`config.mk`:
```
export PLATFORM = sky130hd
export DESIGN_NAME = keypad_scan_reader
export DESIGN_NICKNAME = d
export VERILOG_FILES = /design/src/rtl/keypad_pkg.sv /design/src/rtl/keypad_row_sync.sv /design/src/rtl/keypad_scan_reader.sv
export SDC_FILE = /design/constraint.sdc
export NUM_CORES = 1
export LEC_CHECK = 0
export CELL_PAD_IN_SITES_DETAIL_PLACEMENT = 1
export CELL_PAD_IN_SITES_GLOBAL_PLACEMENT = 1
export CORE_ASPECT_RATIO = 0.5
export CORE_UTILIZATION = 30
export DETAILED_ROUTE_END_ITERATION = 8
export PLACE_DENSITY = 0.59
export RECOVER_POWER = 50
export SETUP_SLACK_MARGIN = 0.2
export SYNTH_ARGS = -nofsm -noshare
export SYNTH_HDL_FRONTEND = slang
export SYNTH_SLANG_ARGS = --single-unit
```
`constraint.sdc`:
```
create_clock -name i_clk -period 7.7 [get_ports i_clk]
set_input_delay 0.77 -clock i_clk [delete_from_list [all_inputs] [get_ports i_clk]]
set_output_delay 0.77 -clock i_clk [all_outputs]
set_load 0.05 [all_outputs]
```
`src/rtl/keypad_pkg.sv`:
```
// keypad_pkg
//   Shared types and constants for the 4x4 keypad scanner.
//   - state_t    : debounce FSM states
//   - scan_res_t : classification of one complete four-column scan
//   - KEY_W/NCOL : key code width and number of driven columns
//   - count_low / low_index : helpers for decoding one column's active-low rows
`timescale 1ns/1ps
package keypad_pkg;
  localparam int KEY_W = 4;
  localparam int NCOL  = 4;

  typedef enum logic [1:0] {IDLE, CONFIRM, PRESSED, RELEASE} state_t;
  typedef enum logic [1:0] {NONE, SINGLE, MULTI} scan_res_t;

  // Number of asserted bits in a 4-bit row mask (0..4).
  function automatic logic [2:0] count_low(input logic [3:0] low);
    count_low = 3'(low[0]) + 3'(low[1]) + 3'(low[2]) + 3'(low[3]);
  endfunction

  // Index of the lowest asserted bit; only meaningful when exactly one is set.
  function automatic logic [1:0] low_index(input logic [3:0] low);
    low_index = 2'd0;
    for (int i = 3; i >= 0; i--) begin
      if (low[i]) low_index = 2'(i);
    end
  endfunction
endpackage

```
`src/rtl/keypad_row_sync.sv`:
```
// keypad_row_sync
//   Two-flop synchronizer for the asynchronous keypad row inputs.
//   Flops reset to 1 so an idle (pulled-up) keypad reads as "no key".
//   Ports:
//     i_clk     : system clock
//     i_reset_n : synchronous active-low reset
//     i_d       : asynchronous input bus
//     o_q       : synchronized output bus
`timescale 1ns/1ps
module keypad_row_sync #(
  parameter int W = 4
) (
  input  logic         i_clk,
  input  logic         i_reset_n,
  input  logic [W-1:0] i_d,
  output logic [W-1:0] o_q
);
  logic [W-1:0] r_meta;
  logic [W-1:0] r_sync;

  always_ff @(posedge i_clk) begin
    if (!i_reset_n) begin
      r_meta <= '1;
      r_sync <= '1;
    end else begin
      r_meta <= i_d;
      r_sync <= r_meta;
    end
  end

  assign o_q = r_sync;
endmodule

```
`src/rtl/keypad_scan_reader.sv`:
```
// keypad_scan_reader
//   Scans a 4x4 active-low matrix keypad one column at a time, debounces
//   complete scans and presents accepted keys with a valid/ack handshake.
//   Ports:
//     i_clk       : system clock
//     i_reset_n   : synchronous active-low reset
//     i_row_in    : keypad rows, active low, asynchronous
//     o_col_out   : column drive, active low, one bit low at a time
//     o_key_code  : last accepted key, row*4 + col
//     o_key_valid : new key pending until acknowledged
//     i_key_ack   : consumer acknowledge
//     o_key_down  : debounced "key held" level
//     o_overrun   : sticky, a key was accepted while one was still pending
`timescale 1ns/1ps
module keypad_scan_reader
  import keypad_pkg::*;
#(
  parameter int SCAN_DIV       = 50000,
  parameter int DEBOUNCE_SCANS = 4
) (
  input  logic             i_clk,
  input  logic             i_reset_n,
  input  logic [3:0]       i_row_in,
  output logic [NCOL-1:0]  o_col_out,
  output logic [KEY_W-1:0] o_key_code,
  output logic             o_key_valid,
  input  logic             i_key_ack,
  output logic             o_key_down,
  output logic             o_overrun
);
  localparam int DW_W  = (SCAN_DIV < 2) ? 1 : $clog2(SCAN_DIV);
  // The counter only has to reach DEBOUNCE_SCANS-1: the matching scan that
  // would make it DEBOUNCE_SCANS triggers the transition directly.
  localparam int CNT_W = (DEBOUNCE_SCANS < 2) ? 1 : $clog2(DEBOUNCE_SCANS);
  localparam logic [DW_W-1:0]  DWELL_LAST = DW_W'(SCAN_DIV - 1);
  localparam logic [CNT_W-1:0] CNT_LAST   = CNT_W'(DEBOUNCE_SCANS - 1);
  localparam logic [1:0]       COL_LAST   = 2'(NCOL - 1);

  logic [DW_W-1:0]  r_dwell;
  logic [1:0]       r_col;
  logic [NCOL-1:0]  r_col_out;
  logic [1:0]       r_hits;       // low pairs seen so far this scan, saturates at 2
  logic [KEY_W-1:0] r_hit_code;
  state_t           r_state;
  logic [CNT_W-1:0] r_count;
  logic [KEY_W-1:0] r_cand;
  logic [KEY_W-1:0] r_key_code;
  logic             r_key_valid;
  logic             r_key_down;
  logic             r_overrun;

  logic [3:0]       w_row_sync;
  logic [3:0]       w_low;
  logic [2:0]       w_col_hits;
  logic [2:0]       w_total;
  logic [KEY_W-1:0] w_code;
  logic [1:0]       w_col_next;
  logic             w_dwell_last;
  logic             w_scan_done;
  logic             w_accept;
  scan_res_t        w_res;

  keypad_row_sync #(.W(4)) u_row_sync (
    .i_clk     (i_clk),
    .i_reset_n (i_reset_n),
    .i_d       (i_row_in),
    .o_q       (w_row_sync)
  );

  assign w_low        = ~w_row_sync;
  assign w_col_hits   = count_low(w_low);
  assign w_total      = {1'b0, r_hits} + w_col_hits;
  // Earlier columns hold the code if they already saw a hit; if they saw
  // none, the current column supplies it.
  assign w_code       = (r_hits != 2'd0) ? r_hit_code : {low_index(w_low), r_col};
  assign w_col_next   = r_col + 2'd1;
  assign w_dwell_last = (r_dwell == DWELL_LAST);
  assign w_scan_done  = w_dwell_last && (r_col == COL_LAST);

  // Result of the scan completing this cycle (valid only with w_scan_done).
  always_comb begin
    w_res = NONE;
    if (w_total == 3'd1)      w_res = SINGLE;
    else if (w_total >= 3'd2) w_res = MULTI;
  end

  always_comb begin
    w_accept = 1'b0;
    if (w_scan_done && (w_res == SINGLE)) begin
      case (r_state)
        IDLE:    w_accept = (DEBOUNCE_SCANS == 1);
        CONFIRM: w_accept = (w_code == r_cand) && (r_count == CNT_LAST);
        default: w_accept = 1'b0;
      endcase
    end
  end

  // Column scan timer and per-scan hit accumulator.
  always_ff @(posedge i_clk) begin
    if (!i_reset_n) begin
      r_dwell    <= '0;
      r_col      <= 2'd0;
      r_col_out  <= 4'b1110;
      r_hits     <= 2'd0;
      r_hit_code <= '0;
    end else if (w_dwell_last) begin
      r_dwell    <= '0;
      r_col      <= w_col_next;
      r_col_out  <= ~(4'b0001 << w_col_next);
      r_hit_code <= w_code;
      if (r_col == COL_LAST) r_hits <= 2'd0;
      else                   r_hits <= (w_total >= 3'd2) ? 2'd2 : w_total[1:0];
    end else begin
      r_dwell <= r_dwell + DW_W'(1);
    end
  end

  // Debounce FSM and consumer handshake.
  always_ff @(posedge i_clk) begin
    if (!i_reset_n) begin
      r_state     <= IDLE;
      r_count     <= '0;
      r_cand      <= '0;
      r_key_code  <= '0;
      r_key_valid <= 1'b0;
      r_key_down  <= 1'b0;
      r_overrun   <= 1'b0;
    end else begin
      if (w_accept) begin
        r_key_down <= 1'b1;
        // A pending, unacknowledged key is kept; the new one is dropped.
        if (r_key_valid && !i_key_ack) begin
          r_overrun <= 1'b1;
        end else begin
          r_key_code  <= w_code;
          r_key_valid <= 1'b1;
        end
      end else if (r_key_valid && i_key_ack) begin
        r_key_valid <= 1'b0;
      end

      if (w_scan_done) begin
        case (r_state)
          IDLE: begin
            if (w_res == SINGLE) begin
              r_cand  <= w_code;
              r_count <= CNT_W'(1);
              r_state <= (DEBOUNCE_SCANS == 1) ? PRESSED : CONFIRM;
            end
          end
          CONFIRM: begin
            if ((w_res == SINGLE) && (w_code == r_cand)) begin
              if (r_count == CNT_LAST) r_state <= PRESSED;
              else                     r_count <= r_count + CNT_W'(1);
            end else begin
              r_state <= IDLE;
            end
          end
          PRESSED: begin
            if (w_res == NONE) begin
              r_count <= CNT_W'(1);
              if (DEBOUNCE_SCANS == 1) begin
                r_state    <= IDLE;
                r_key_down <= 1'b0;
              end else begin
                r_state <= RELEASE;
              end
            end
          end
          RELEASE: begin
            if (w_res != NONE) begin
              r_state <= PRESSED;
            end else if (r_count == CNT_LAST) begin
              r_state    <= IDLE;
              r_key_down <= 1'b0;
            end else begin
              r_count <= r_count + CNT_W'(1);
            end
          end
          default: r_state <= IDLE;
        endcase
      end
    end
  end

  assign o_col_out   = r_col_out;
  assign o_key_code  = r_key_code;
  assign o_key_valid = r_key_valid;
  assign o_key_down  = r_key_down;
  assign o_overrun   = r_overrun;
endmodule

```
# After elaboration in Yosys (flattened, before gate mapping)
# Cells that the tools add are included.
# classes
add_sub_neg	7
magnitude_cmp	1
n_eq_ne	16
shift	1
n_mux	31
bitwise	4
reduce_logical	19
# ops
cell	n
$mux W2	18
$add A16 B1 Y16 const B	1
$eq A16 B16 Y1 const B	1
$pmux W2 S4	2
$mux W1	10
$ne A2 B2 Y1 const B	5
$reduce_and A5 Y1	2
$eq A2 B2 Y1 const B	4
$not A4 Y4	2
$logic_and A1 B1 Y1	6
$ne A3 B3 Y1 const B	2
$reduce_and A2 Y1	3
$reduce_bool A2 Y1	3
$add A2 B1 Y2 const B	2
$eq A2 B1 Y1 const B	2
$eq A4 B4 Y1	1
$logic_not A2 Y1	2
$mux W4	1
$shl A1 B2 Y4 const A	1
$add A2 B1 Y3	1
$add A2 B3 Y3	1
$add A3 B1 Y3	1
$eq A3 B1 Y1 const B	1
$ge A3 B2 Y1 const B	1
other kinds (5)	6
# word_totals
register_bits	51
inputBits	7
wordCells	93

# Longest topological paths before layout
# logic_depth
depth_word	16
ltp_mapped	11
ltp_nobuf	11

# Hierarchy
# A second synthesis with hierarchy kept.
# unflattened
hier_cells	267
area_unflattened_um2	2397.3
# by_module_without_submodules
mod	instances	cells_per_inst	area_per_inst_um2	seq_area_each_um2
keypad_scan_reader	1	251	2187.1	860.8
keypad_row_sync	1	16	210.2	160.2

# Worst setup path after synthesis
# No wires, ideal clock.
# synth_path
path_type	flip-flop to flip-flop
startpoint	register r_hits[0]
endpoint	register r_count[0]
setup_time_ps	145
arrival_ps	3225
t_required_ps	7555
setup_slack_ps	4330
stages_incl_launch_ff	12
n_path_buf	0
period_less_slack_ps	3370
path_cell_list	dfxtp_1 -> inv_1 -> fa_1 -> inv_1 -> fa_1 -> fa_1 -> or3_1 -> and2_1 -> a2111oi_1 -> and3_1 -> o211a_1 -> a311oi_1
# synth_via
elab_chain_cells	8
# synth_lines
element	line	text
from (decl)	keypad_scan_reader.sv:42	logic [1:0] r_hits;
from (signal assigned)	keypad_scan_reader.sv:112	else r_hits <= (w_total >= 3'd2) ? 2'd2 : w_total[1:0];
$add A2 B3 Y3	keypad_scan_reader.sv:72	assign w_total = {1'b0, r_hits} + w_col_hits;
$ge A3 B2 Y1	keypad_scan_reader.sv:84	else if (w_total >= 3'd2) w_res = MULTI;
$mux W2	keypad_scan_reader.sv:84	
$mux W2	keypad_scan_reader.sv:83	if (w_total == 3'd1) w_res = SINGLE;
$eq A2 B1 Y1	keypad_scan_reader.sv:145, keypad_scan_reader.sv:152	
$logic_and A1 B1 Y1	keypad_scan_reader.sv:152	if ((w_res == SINGLE) && (w_code == r_cand)) begin
$ne A2 B2 Y1 (no source line)	n/a	
$reduce_and A5 Y1 (no source line) *	n/a	
to (signal assigned)	keypad_scan_reader.sv:154	else r_count <= r_count + CNT_W'(1);
to (signal assigned)	keypad_scan_reader.sv:177	r_count <= r_count + CNT_W'(1);
to (decl)	keypad_scan_reader.sv:45	logic [CNT_W-1:0] r_count;
# Mark *: on every way between the ends. The rest lies on a longest branch, timed or not.
# A chain may end at the register's enable or synchronous reset.

# Final worst setup path
# Same ends and word-level chain as after synthesis.

==> results.json <==
{
  "maxCapViolations": 0,
  "drive_gt1_share_pct": 7.02,
  "synthArstFlopShare_pct": 0,
  "io_pins": 18,
  "finalCritPeriodShare_pct": 48.7,
  "start_util_pct": 31.8,
  "synth_area_leaders": "dfxtp_1 (43%), nor2_1 (6.6%), and3_1 (3.9%)",
  "clk_pin_slew_ns": 0.06,
  "cts_buffers": 5,
  "slew_viol_final": 0,
  "synth-adder-area-share_pct": 6.16,
  "dpl.hpwl_um": 3850,
  "root_buffer": "clkbuf_16",
  "yosysTopAreaCellShare_pct": 42.6,
  "post_cts_buffers": 0,
  "min_period_ns": 3.75,
  "core-area_mm2": 0.00754,
  "die_w_um": 128,
  "p_leak_nw": 1.15,
  "finalHoldViolations": 0,
  "power.density_mw_per_mm2": 189,
  "synth_edf_count": 0,
  "worstPathMaxFanout": 5,
  "placementRows": 22,
  "die_h_um": 65.2,
  "cts_tree": "built",
  "synthToLayoutAreaGrowth_pct": 17.7,
  "holdBufCountCts": 0,
  "nFillCells": 904,
  "start_kind": "flip-flop",
  "final_area_mm2": 0.00282,
  "holdWs_ns": 0.412,
  "final-setup-viol-count": 0,
  "antenna_found_initial": 0,
  "clk_latency_ns": 0.30,
  "place_area_mm2": 0.00266,
  "gp_congestion": 0.729,
  "antenna_cells": 0,
  "tns_ns": 0,
  "grt_overflow_total": 0,
  "layout.nets": 301,
  "tightest_slew_ns": 0.760,
  "yosys-mux-area-fraction_pct": 1.67,
  "synth-compound-area-share_pct": 13.9,
  "crit_required_ns": 7.85,
  "seq_area_frac_synth_pct": 42.6,
  "track_usage_pct": 14.2,
  "synth_top_cell_by_area": "dfxtp_1",
  "worst_ep_arrival_time_ns": 3.89,
  "ys_ff_latch": 51,
  "totalWireLength_um": 5310,
  "clock_skew_ns": 0.00561,
  "fmax_ghz": 0.267,
  "portBuffers": 17,
  "post_drt_wl_per_cell_um": 13.5,
  "slew_headroom_pct": 49.2,
  "cts_htree_levels": 2,
  "rrSetupSlack_ns": 3.95,
  "synth-simple-area-share_pct": 25.5,
  "ys_types": 45,
  "synth_cells": 271,
  "grt_pass1_vias": 1938,
  "stdcell_count": 393,
  "min_path_type": "reg -> reg",
  "grt_max_degree": 24,
  "synth_ff_type": "dfxtp_1",
  "antenna_left": 0,
  "synth_xor_area_share_pct": 5.84,
  "syn-cell-area_mm2": 0.00240,
  "dp.cells": 385,
  "grt_pass1_wl_um": 9160,
  "synth_top_family_by_area": "simple AND/OR/NAND/NOR gates",
  "dieArea_mm2": 0.00838,
  "drc_errors": 0,
  "grt_setup_unrepaired": "false",
  "critical_path_class": "reg -> reg",
  "cts_buffer_depth": 2,
  "ctsResizeCount": 0,
  "drt_iter0_drc": 70,
  "synth_area_per_cell_um2": 8.85,
  "status": "finished clean",
  "end_kind": "flip-flop",
  "vias": 1854,
  "synth_warnings": 0,
  "syn-num-nets": 288,
  "firstDrtPassIters": 4,
  "cts.sinks": 51,
  "vias_per_cell": 4.72,
  "ir_drop_mv": 0.0926
}
synthesized netlist by cell type (2+ instances only):
master    instances
xor2_1            7
nor3_1            5
nand2b_1         11
o21ai_0           7
or2_2             4
nand2_1          17
nand3_1           5
dfxtp_1          51
xnor2_1           9
nor2b_1           5
ha_1              7
a311oi_1          3
o211ai_1          3
and3_1           15
nand4_1           2
nor4_4            2
a211oi_1          6
nor2_1           42
inv_1            15
clkbuf_1         11
o21a_1            2
and2_1            2
mux2i_1           4
a211o_1           2
a21oi_1          12
fa_1              3
worst max-delay path: stages (launching register included):
cell and delay, ns:
dfxtp_1 0.38, inv_1 0.08, fa_1 0.53, inv_1 0.05
fa_1 0.38, fa_1 0.46, or3_1 0.40, and2_1 0.18
a2111oi_1 0.69, and3_1 0.25, o211a_1 0.16, a311oi_1 0.06
flip-flops by register name, summed over array words and instances (netlist names), 4 cells and up:
name,flops
u_row_sync.r_meta,4
r_hit_code,4
o_col_out,4
u_row_sync.o_q,4
o_key_code,4
r_cand,4
r_dwell,16
final timing paths:
check | startpoint | endpoint | cells after the start
max | r_hits[0] | r_count[0] | 11
min | u_row_sync.r_meta[1] | u_row_sync.o_q[1] | 1
max reg2reg | r_hits[0] | r_count[0] | 11
min reg2reg | u_row_sync.r_meta[1] | u_row_sync.o_q[1] | 1
per-layer routing:
layer | routed length (µm) | GRT usage [%]
met2 | 2430 | 23.9
met4 | 72 | 5.29
met3 | 150 | 3.91
met5 | 0 | 0
met1 | 2660 | 17.5
layout by cell type, fill, tap and decap left out, drive strengths merged, types with 2 or more instances in the layout:
| master | netlist | final |
|---|---|---|
| nand2b | 11 | 11 |
| a311oi | 4 | 4 |
| nor2b | 5 | 5 |
| fa | 3 | 3 |
| inv | 15 | 15 |
| and2 | 2 | 2 |
| o21a | 2 | 2 |
| a211oi | 6 | 6 |
| nand2 | 17 | 17 |
| nor2 | 42 | 42 |
| ha | 7 | 7 |
| o211ai | 3 | 3 |
| dfxtp | 51 | 51 |
| nand4 | 2 | 2 |
| nand3 | 5 | 5 |
| nor3 | 5 | 5 |
| or2 | 4 | 4 |
| and3 | 15 | 15 |
| xor2 | 7 | 7 |
| nor4 | 3 | 3 |
| clkbuf | 11 | 7 |
| dlygate4sd3 | 0 | 12 |
| xnor2 | 9 | 9 |
| a21oi | 13 | 13 |
| clkdlybuf4s50 | 0 | 5 |
| mux2i | 4 | 4 |
| o21ai | 7 | 7 |
| a211o | 2 | 2 |
kinds of logic (layout without fill, tap and decap cells):
kind of cell	Yosys count	after routing
buf+inv	27	41
xor+xnor	16	16
fa+ha+maj	10	10
mux	4	4
simple gates	116	116
flops	51	51
compound gates	47	47
area by class of cell:
class	instances	area, µm²	share of cell area, %
repair buffers	18	178	6.29
inverters	15	56.3	1.99
multi-input cells	193	1270	45.1
clock inverters	1	7.51	0.266
flip-flops and latches	51	1020	36.2
clock buffers	7	153	5.41
well taps	108	135	4.79
report_power, final:
part / leakage, nW / switching [mW] / internal, mW
sequential: 0.413 / 0.00228 / 0.267
clock: 0.0761 / 0.101 / 0.138
combinational: 0.660 / 0.0157 / 0.00965
through the flow:
stage / worst slack [ns] / utilization, % / total power [mW]
floorplan: 4.33 / - / 0.292
detailed placement: 3.97 / 35.3 / 0.301
global route: 3.74 / 37.4 / 0.559
finish: 3.95 / 37.4 / 0.533
CTS: 3.96 / 37.4 / 0.544
global placement: 4.20 / 35.3 / 0.300
Note: power is estimated with default switching activity, not from simulation.
